[src/rtl/i2s_master_tx.sv]
// -----------------------------------------------------------------------------
// i2s_master_tx
//
// I2S bus-master transmitter. Derives sck and ws from the codec master clock
// and shifts one stereo pair per frame out on sda, MSB first, in Philips
// format (ws changes one bit ahead of the MSB). Samples arrive through a
// single-pair valid/ready holding register and are moved into the active
// pair register on the tick that starts each frame.
//
// Parameters:
//   DATA_WIDTH  sample width per channel (<= SLOT_BITS)
//   SLOT_BITS   sck periods per channel slot
//   SCK_DIV     clk_12M cycles per sck period (even, >= 2)
//
// Ports:
//   clk_12M      in   codec master clock, sole clock
//   rstn         in   asynchronous active-low reset
//   en           in   run enable; low holds the bus idle
//   ldata/rdata  in   left/right sample, two's complement
//   in_valid     in   ldata/rdata pair is valid
//   in_ready     out  holding register is empty
//   sck          out  I2S bit clock
//   ws           out  I2S word select (0 = left, 1 = right)
//   sda          out  I2S serial data
//   frame_start  out  one-cycle pulse when a new pair starts
//   underrun     out  one-cycle pulse when no pair was held at frame start
//
// Build option:
//   I2S_TX_UNDERRUN_ZERO_EN  defined: an underrun frame is sent as zeros.
//                            undefined: an underrun frame repeats the last pair.
//
// Operating modes (selected directly by en, no extra state register):
//   mode | meaning
//   IDLE | en = 0: divider and bit position parked, sck/ws/sda low
//   RUN  | en = 1: divider running, one bit per sck period
// -----------------------------------------------------------------------------
module i2s_master_tx #(
    parameter int DATA_WIDTH = 16,
    parameter int SLOT_BITS  = 32,
    parameter int SCK_DIV    = 4
) (
    input  logic                  clk_12M,
    input  logic                  rstn,
    input  logic                  en,
    input  logic [DATA_WIDTH-1:0] ldata,
    input  logic [DATA_WIDTH-1:0] rdata,
    input  logic                  in_valid,
    output logic                  in_ready,
    output logic                  sck,
    output logic                  ws,
    output logic                  sda,
    output logic                  frame_start,
    output logic                  underrun
);

    localparam int DW = $clog2(SCK_DIV);
    localparam int PW = $clog2(2 * SLOT_BITS);

    localparam logic [DW-1:0] D_LAST = DW'(SCK_DIV - 1);
    localparam logic [DW-1:0] D_HALF = DW'(SCK_DIV / 2);
    localparam logic [PW-1:0] P_LAST = PW'(2 * SLOT_BITS - 1);
    localparam logic [PW-1:0] WS_LO  = PW'(SLOT_BITS - 1);
    localparam logic [PW-1:0] WS_HI  = PW'(2 * SLOT_BITS - 2);

    logic [DW-1:0]         d_q, d_d;
    logic [PW-1:0]         p_q, p_d;
    logic                  sck_q, sck_d;
    logic                  ws_q, ws_d;
    logic                  sda_q, sda_d;
    logic                  frame_start_q, frame_start_d;
    logic                  underrun_q, underrun_d;
    logic [DATA_WIDTH-1:0] act_l_q, act_l_d;
    logic [DATA_WIDTH-1:0] act_r_q, act_r_d;
    logic [DATA_WIDTH-1:0] hold_l_q, hold_l_d;
    logic [DATA_WIDTH-1:0] hold_r_q, hold_r_d;
    logic                  hold_full_q, hold_full_d;

    logic                  xfer;
    logic                  tick;

    assign xfer = in_valid && !hold_full_q;

    always_comb begin
        d_d           = d_q;
        p_d           = p_q;
        sck_d         = 1'b0;
        ws_d          = ws_q;
        sda_d         = sda_q;
        frame_start_d = 1'b0;
        underrun_d    = 1'b0;
        act_l_d       = act_l_q;
        act_r_d       = act_r_q;
        hold_l_d      = hold_l_q;
        hold_r_d      = hold_r_q;
        hold_full_d   = hold_full_q;
        tick          = 1'b0;

        // The handshake runs regardless of en so the source can refill
        // the holding register while the bus is parked.
        if (xfer) begin
            hold_l_d    = ldata;
            hold_r_d    = rdata;
            hold_full_d = 1'b1;
        end

        if (!en) begin
            d_d   = '0;
            p_d   = P_LAST;
            ws_d  = 1'b0;
            sda_d = 1'b0;
        end else begin
            tick  = (d_q == D_LAST);
            d_d   = tick ? '0 : d_q + DW'(1);
            sck_d = (d_d >= D_HALF);

            if (tick) begin
                p_d = (p_q == P_LAST) ? '0 : p_q + PW'(1);

                if (p_d == '0) begin
                    frame_start_d = 1'b1;
                    if (hold_full_q) begin
                        act_l_d     = hold_l_q;
                        act_r_d     = hold_r_q;
                        hold_full_d = 1'b0;
                    end else begin
                        // A pair arriving in this very cycle is still an
                        // underrun; it was captured above for the next frame.
                        underrun_d = 1'b1;
`ifdef I2S_TX_UNDERRUN_ZERO_EN
                        act_l_d = '0;
                        act_r_d = '0;
`endif
                    end
                end

                ws_d = (p_d >= WS_LO) && (p_d <= WS_HI);

                // Bit select by position match; positions outside both
                // data windows are padding and stay 0.
                sda_d = 1'b0;
                for (int i = 0; i < DATA_WIDTH; i++) begin
                    if (p_d == PW'(DATA_WIDTH - 1 - i)) begin
                        sda_d = act_l_d[i];
                    end
                    if (p_d == PW'(SLOT_BITS + DATA_WIDTH - 1 - i)) begin
                        sda_d = act_r_d[i];
                    end
                end
            end
        end
    end

    always_ff @(posedge clk_12M or negedge rstn) begin
        if (!rstn) begin
            d_q           <= '0;
            p_q           <= P_LAST;
            sck_q         <= 1'b0;
            ws_q          <= 1'b0;
            sda_q         <= 1'b0;
            frame_start_q <= 1'b0;
            underrun_q    <= 1'b0;
            act_l_q       <= '0;
            act_r_q       <= '0;
            hold_l_q      <= '0;
            hold_r_q      <= '0;
            hold_full_q   <= 1'b0;
        end else begin
            d_q           <= d_d;
            p_q           <= p_d;
            sck_q         <= sck_d;
            ws_q          <= ws_d;
            sda_q         <= sda_d;
            frame_start_q <= frame_start_d;
            underrun_q    <= underrun_d;
            act_l_q       <= act_l_d;
            act_r_q       <= act_r_d;
            hold_l_q      <= hold_l_d;
            hold_r_q      <= hold_r_d;
            hold_full_q   <= hold_full_d;
        end
    end

    assign in_ready    = !hold_full_q;
    assign sck         = sck_q;
    assign ws          = ws_q;
    assign sda         = sda_q;
    assign frame_start = frame_start_q;
    assign underrun    = underrun_q;

endmodule

[config.mk]
export PLATFORM = sky130hd
export DESIGN_NAME = i2s_master_tx
export DESIGN_NICKNAME = d
export VERILOG_FILES = /design/src/rtl/i2s_master_tx.sv
export SDC_FILE = /design/constraint.sdc
export NUM_CORES = 1
export LEC_CHECK = 0
export CAP_MARGIN = 20
export CORE_AREA = 3 3 101 103
export CTS_BUF_LIST = sky130_fd_sc_hd__clkbuf_4
export DETAILED_ROUTE_END_ITERATION = 10
export DIE_AREA = 0 0 104 106
export MAX_ROUTING_LAYER = met4
export PLACE_DENSITY = 0.73
export SLEW_MARGIN = 5
export SYNTH_ARGS = -nofsm -noshare
export SYNTH_HDL_FRONTEND = slang
export SYNTH_SLANG_ARGS = --single-unit
[constraint.sdc]
create_clock -name clk_12M -period 4.7 [get_ports clk_12M]
set_clock_uncertainty 0.1 [all_clocks]
set_input_delay 0.94 -clock clk_12M [delete_from_list [all_inputs] [get_ports clk_12M]]
set_output_delay 0.94 -clock clk_12M [all_outputs]
set_load 0.02 [all_outputs]
==> results.json, run 1 <==
{
  "outcome": "finished, final reports clean",
  "synthArstFlopShare": 1.00,
  "worstMarginPinSlew_ps": 964,
  "gp_congestion": 0.880,
  "vias_per_cell": 5.63,
  "wirelength_mm": 8.94,
  "clockRootBuffer": "clkbuf_4",
  "fin_ws_ps": 763,
  "initial_utilization": 0.452,
  "num_io_pins": 42,
  "cts_buffer_depth": 2,
  "htreeDepth": 3,
  "path_clk_slew_ps": 130,
  "syn_area_um2": 4190,
  "cts_setup_buffers": 0,
  "cts_buffers": 9,
  "grt_max_degree": 78,
  "io_buffers": 41,
  "yosysUniqueCellTypes": 60,
  "yosysWarningCount": 0,
  "tns_ps": 0,
  "power_frac_seq": 0.483,
  "hpwl_mm": 6.27,
  "cellPowerDensity_nw_per_um2": 479,
  "cellLeakagePower_uw": 0.00204,
  "vias": 3005,
  "p_total_uw": 2290,
  "ir_worst_vdd_mv": 0.217,
  "grt.total_usage": 0.172,
  "arrival_ps": 4150,
  "maxSlewViolCount": 0,
  "cts.repair.resized": 0,
  "cts.sinks": 77,
  "intPower_uw": 1500,
  "place_ws_ps": 797,
  "critPathCaptureType": "register",
  "pwr-share-clk": 0.158,
  "r2r-start": "p_q[1]",
  "crit_path_start": "p_q[1]",
  "dr.first_iter.drc_count": 167,
  "fin_crit_ps": 3940,
  "hp-start": "d_q[0]",
  "die_area_um2": 11000,
  "synth_top_area_cell": "dfrtp_1",
  "synthTopCellsByArea": "dfrtp_1 (42%), mux2_2 (17%), mux2i_1 (4.1%)",
  "hold_viol": 0,
  "synth.ff_latch_count": 77,
  "grt_pass1_wl_mm": 14.7,
  "syn_area_per_cell_um2": 11.3,
  "grt_setup_unrepaired": "no",
  "period_share": 0.838,
  "wl_per_cell_um": 16.7,
  "drv_cap": 0,
  "fillCellCount": 880,
  "rows": 35,
  "cts_tree": "yes",
  "final_nets": 442,
  "crit_type": "register to register",
  "synth_most_common_cell": "dfrtp_1",
  "die_y_um": 106,
  "grt_overflow": 0,
  "die_w_um": 104,
  "antenna_found_initial": 0,
  "diodes": 0,
  "crit_fanout": 13,
  "ys.flop_type": "dfrtp_1",
  "relSlewSlack": 0.358,
  "yosysTopAreaCellShare": 0.424,
  "syn_to_final_growth_pct": 14.0,
  "fmax_mhz": 254,
  "ant_nets": 0,
  "p_sw_frac": 0.346,
  "coreArea_um2": 9280,
  "synth_cells": 370,
  "syn_nets": 412,
  "cts_hold_buf": 0,
  "synth_seq_area_share": 0.461,
  "setup_viol": 0,
  "grt_pass1_vias": 2909,
  "start_kind": "register",
  "insertion_delay_ps": 430,
  "p_sw_uw": 792,
  "drive_above_1_share": 0.257,
  "fin_util": 0.515,
  "worstPathRequired_ps": 4910,
  "hp-class": "register to register",
  "synth_edf_count": 0,
  "ys_top_cells_by_count": "dfrtp_1 (71), mux2_2 (64), nand2_1 (25)",
  "p_comb_frac": 0.359,
  "drc": 0,
  "drt_pass1_iterations": 4
}
-- cell type report --
type	count	area (µm²)	share of cell area
clock buffer	10	75.1	0.0157
clock inverter	6	46.3	0.00969
inverter	11	41.3	0.00864
multi-input combinational	256	2080	0.436
sequential	77	1930	0.405
tap	129	161	0.0338
timing repair buffer	45	438	0.0916
-- critical path, stage by stage, from the launching register on --
cell and delay [ps]:
dfstp_2 620, ha_1 470, and3_1 350, nand3_1 380
a21oi_2 650, buf_4 340, mux2i_1 220, o211ai_1 110
or3_1 350, o211ai_1 130, a21boi_1 90
-- power by group through the flow --
stage                     clock (µW)  combinational [µW]  sequential [µW]
final                            361                 823             1110
after floorplan                    0                 700             1040
after global placement             0                 800             1120
after global routing             403                 907             1150
after CTS                        375                 833             1110
after detailed placement           0                 828             1120
-- registers in the layout, indices dropped and copies added, names as in the netlist --
name / cells
ws: 1
p_q: 6
act_r_q: 16
sda: 1
hold_l_q: 16
underrun: 1
act_l_q: 16
hold_full_q: 1
d_q: 2
hold_r_q: 16
frame_start: 1
-- metal layers --
| layer | GRT usage | share of wire |
|---|---|---|
| met2 | 0.258 | 0.47 |
| met1 | 0.228 | 0.48 |
| met3 | 0.0534 | 0.049 |
| met5 | - | 0 |
| met4 | 0.0427 | 0.0089 |
-- cells in the final DEF (no fill, tap or decap), types with 6 or more instances in the layout --
cell type        synthesis  layout
clkbuf_4                 0      10
nand3_1                  9       9
and3_1                   6       6
o211ai_1                 8       8
nand2_1                 25      25
a21oi_1                  9       9
nand4_1                  7       7
clkdlybuf4s50_1          0      40
mux2_2                  64      64
o21ai_0                 19      19
dfstp_2                  6       6
inv_1                   11      11
mux2i_1                 17      17
dfrtp_1                 71      71
nor2_1                  11      11
ha_1                     6       6
-- through the flow --
stage,instances,cell area [µm²],hold slack [ps]
after global placement,518,4660,326
after detailed placement,518,4660,340
after floorplan,370,4190,311
after CTS,534,4780,358
final,534,4780,351
after global routing,534,4780,375
-- path summary, 6_finish.rpt --
kind,endpoint,slack [ps],cells past startpoint
max,sda,760,10
min,d_q[0],350,1
max reg2reg,sda,760,10
min reg2reg,d_q[0],350,1
max in group asynchronous,act_r_q[5],3320,1
min in group asynchronous,hold_l_q[8],540,1
-- cells by family (layout without fill, tap and decap cells) --
| kind of cell | after synthesis | count (layout) | synth area share |
|---|---|---|---|
| flops | 77 | 77 | 0.461 |
| xor+xnor | 3 | 3 | 0.00627 |
| compound gates | 81 | 81 | 0.143 |
| mux | 85 | 85 | 0.226 |
| simple gates | 81 | 81 | 0.103 |
| fa+ha+maj | 6 | 6 | 0.0179 |
| buf+inv | 37 | 72 | 0.0427 |
No activity file was read; power rests on OpenSTA's default activity.
==> run 2, diff against run 1 <==
==> constraint.sdc (replaced) <==
create_clock -name clk_12M -period 3.65 [get_ports clk_12M]
set_clock_uncertainty 0.1 [all_clocks]
set_input_delay 0.73 -clock clk_12M [delete_from_list [all_inputs] [get_ports clk_12M]]
set_output_delay 0.73 -clock clk_12M [all_outputs]
set_load 0.02 [all_outputs]
==> results.json, run 2 (synthesis gave the netlist of run 1 again) <==
{
  "drv_cap": 0,
  "cellLeakagePower_uw": 0.00207,
  "crit_path_start": "p_q[1]",
  "vias_per_cell": 5.66,
  "cts_hold_buf": 0,
  "wl_per_cell_um": 17.3,
  "place_ws_ps": 442,
  "cts.repair.resized": 0,
  "layout_common_cells": "dfrtp_1 (71), mux2_2 (64), clkdlybuf4s50_1 (40), nand2_1 (25), o21ai_0 (19)",
  "gp_congestion": 0.893,
  "worstMarginPinSlew_ps": 960,
  "cts.sinks": 77,
  "crit_type": "register to register",
  "cts_buffers": 9,
  "hpwl_mm": 6.54,
  "wl_met2_mm": 4.44,
  "grt_overflow": 0,
  "wl_met1_mm": 4.27,
  "finalInstanceArea_um2": 4830,
  "rows": 35,
  "die_w_um": 104,
  "stdcell_count": 538,
  "diodes": 0,
  "critPathCaptureType": "register",
  "syn_to_final_growth_pct": 15.3,
  "ir_worst_vdd_mv": 0.319,
  "met3_length_um": 499,
  "grt_setup_unrepaired": "no",
  "coreArea_um2": 9280,
  "outcome": "finished, final reports clean",
  "slowest_stage": "dfstp_2",
  "crit_fanout": 13,
  "r2r-start": "p_q[1]",
  "ant_nets": 0,
  "worstPathRequired_ps": 3860,
  "hp-class": "input port to asynchronous set/reset pin",
  "clockRootBuffer": "clkbuf_4",
  "dpl_cell_area_um2": 4690,
  "grt_pass1_vias": 3044,
  "htreeDepth": 3,
  "maxSlewViolCount": 0,
  "reg2reg_depth": 10,
  "relSlewSlack": 0.360,
  "fin_util": 0.521,
  "drc": 0,
  "die_y_um": 106,
  "grt.total_usage": 0.182,
  "tns_ps": 0,
  "final_nets": 447,
  "place_inst": 523,
  "wirelength_mm": 9.28,
  "maxUsedRoutingLayer": "met4",
  "insertion_delay_ps": 440,
  "die_area_um2": 11000,
  "path_clk_slew_ps": 130,
  "period_share": 0.917,
  "cts_buffer_depth": 2,
  "setup_viol": 0,
  "arrival_ps": 3560,
  "fin_crit_ps": 3350,
  "cts_tree": "yes",
  "start_kind": "register",
  "fin_ws_ps": 302,
  "slowest_delay_ps": 620,
  "crit_family": "compound AO/OA/AOI/OAI gates",
  "grt_pass1_wl_mm": 15.6,
  "num_io_pins": 42,
  "antenna_found_initial": 0,
  "final_common_cell": "dfrtp_1",
  "cellPowerDensity_nw_per_um2": 628,
  "cp_num_cells": 10,
  "drt_pass1_iterations": 5,
  "path_buf_inv": 1,
  "dr.first_iter.drc_count": 235,
  "cts_setup_buffers": 0,
  "grt_max_degree": 78,
  "initial_utilization": 0.452,
  "hold_viol": 0,
  "path_cells": "ha_1, xnor2_1, nand3_1, a21oi_2, buf_4, mux2_1, o221ai_1, a311oi_1, o211ai_1, a21boi_1",
  "fmax_mhz": 299,
  "drive_above_1_share": 0.264,
  "vias": 3045,
  "io_buffers": 41
}
[run 2: changes by cell type in the layout (fill, tap and decap cells not counted)]
cell       before  now
clkinv_2        1    0
bufinv_16       0    1
buf_4           5   10
clkbuf_4       10    9
[run 2: area by class of cell]
cell class / instances / area (µm²)
fillers: 867 / 4450
multi-input cells: 256 / 2080
flip-flops and latches: 77 / 1930
repair buffers: 50 / 475
well taps: 129 / 161
clock inverters: 6 / 71.3
clock buffers: 9 / 67.6
inverters: 11 / 41.3
[run 2: final timing paths]
kind / slack [ps] / to
min in group clk_12M: 360 / d_q[0]
worst min-delay path: 310 / ws
worst max register to register: 300 / sda
worst min register to register: 360 / d_q[0]
max in group asynchronous: 2500 / hold_full_q
worst max-delay path: 300 / sda
[run 2: report_power, final]
part / total, µW / internal, µW / switching [µW]
registers: 1430 / 1190 / 240
clock network: 528 / 210 / 317
logic: 1080 / 607 / 472
[run 2: per-stage QoR]
step / hold slack [ps] / power, µW
after global placement: 324 / 2500
after CTS: 358 / 3070
after detailed placement: 334 / 2530
final: 313 / 3030
after floorplan: 311 / 2240
after global routing: 365 / 3260
[run 2: metal layers]
metal	vias to the layer above	track usage
met1	1508	0.235
met5	-	-
met4	0	0.0541
met3	8	0.0419
li1	1436	-
met2	93	0.287
==> run 3, diff against run 2 <==
--- a/config.mk
+++ b/config.mk
@@ -8,6 +8,7 @@
 export CAP_MARGIN = 20
 export CORE_AREA = 3 3 101 103
 export CTS_BUF_LIST = sky130_fd_sc_hd__clkbuf_4
+export CTS_CLUSTER_DIAMETER = 30
 export DETAILED_ROUTE_END_ITERATION = 10
 export DIE_AREA = 0 0 104 106
 export MAX_ROUTING_LAYER = met4
==> results of run 3 <==
The final DEF is identical to that of run 2; final timing and power are the same.
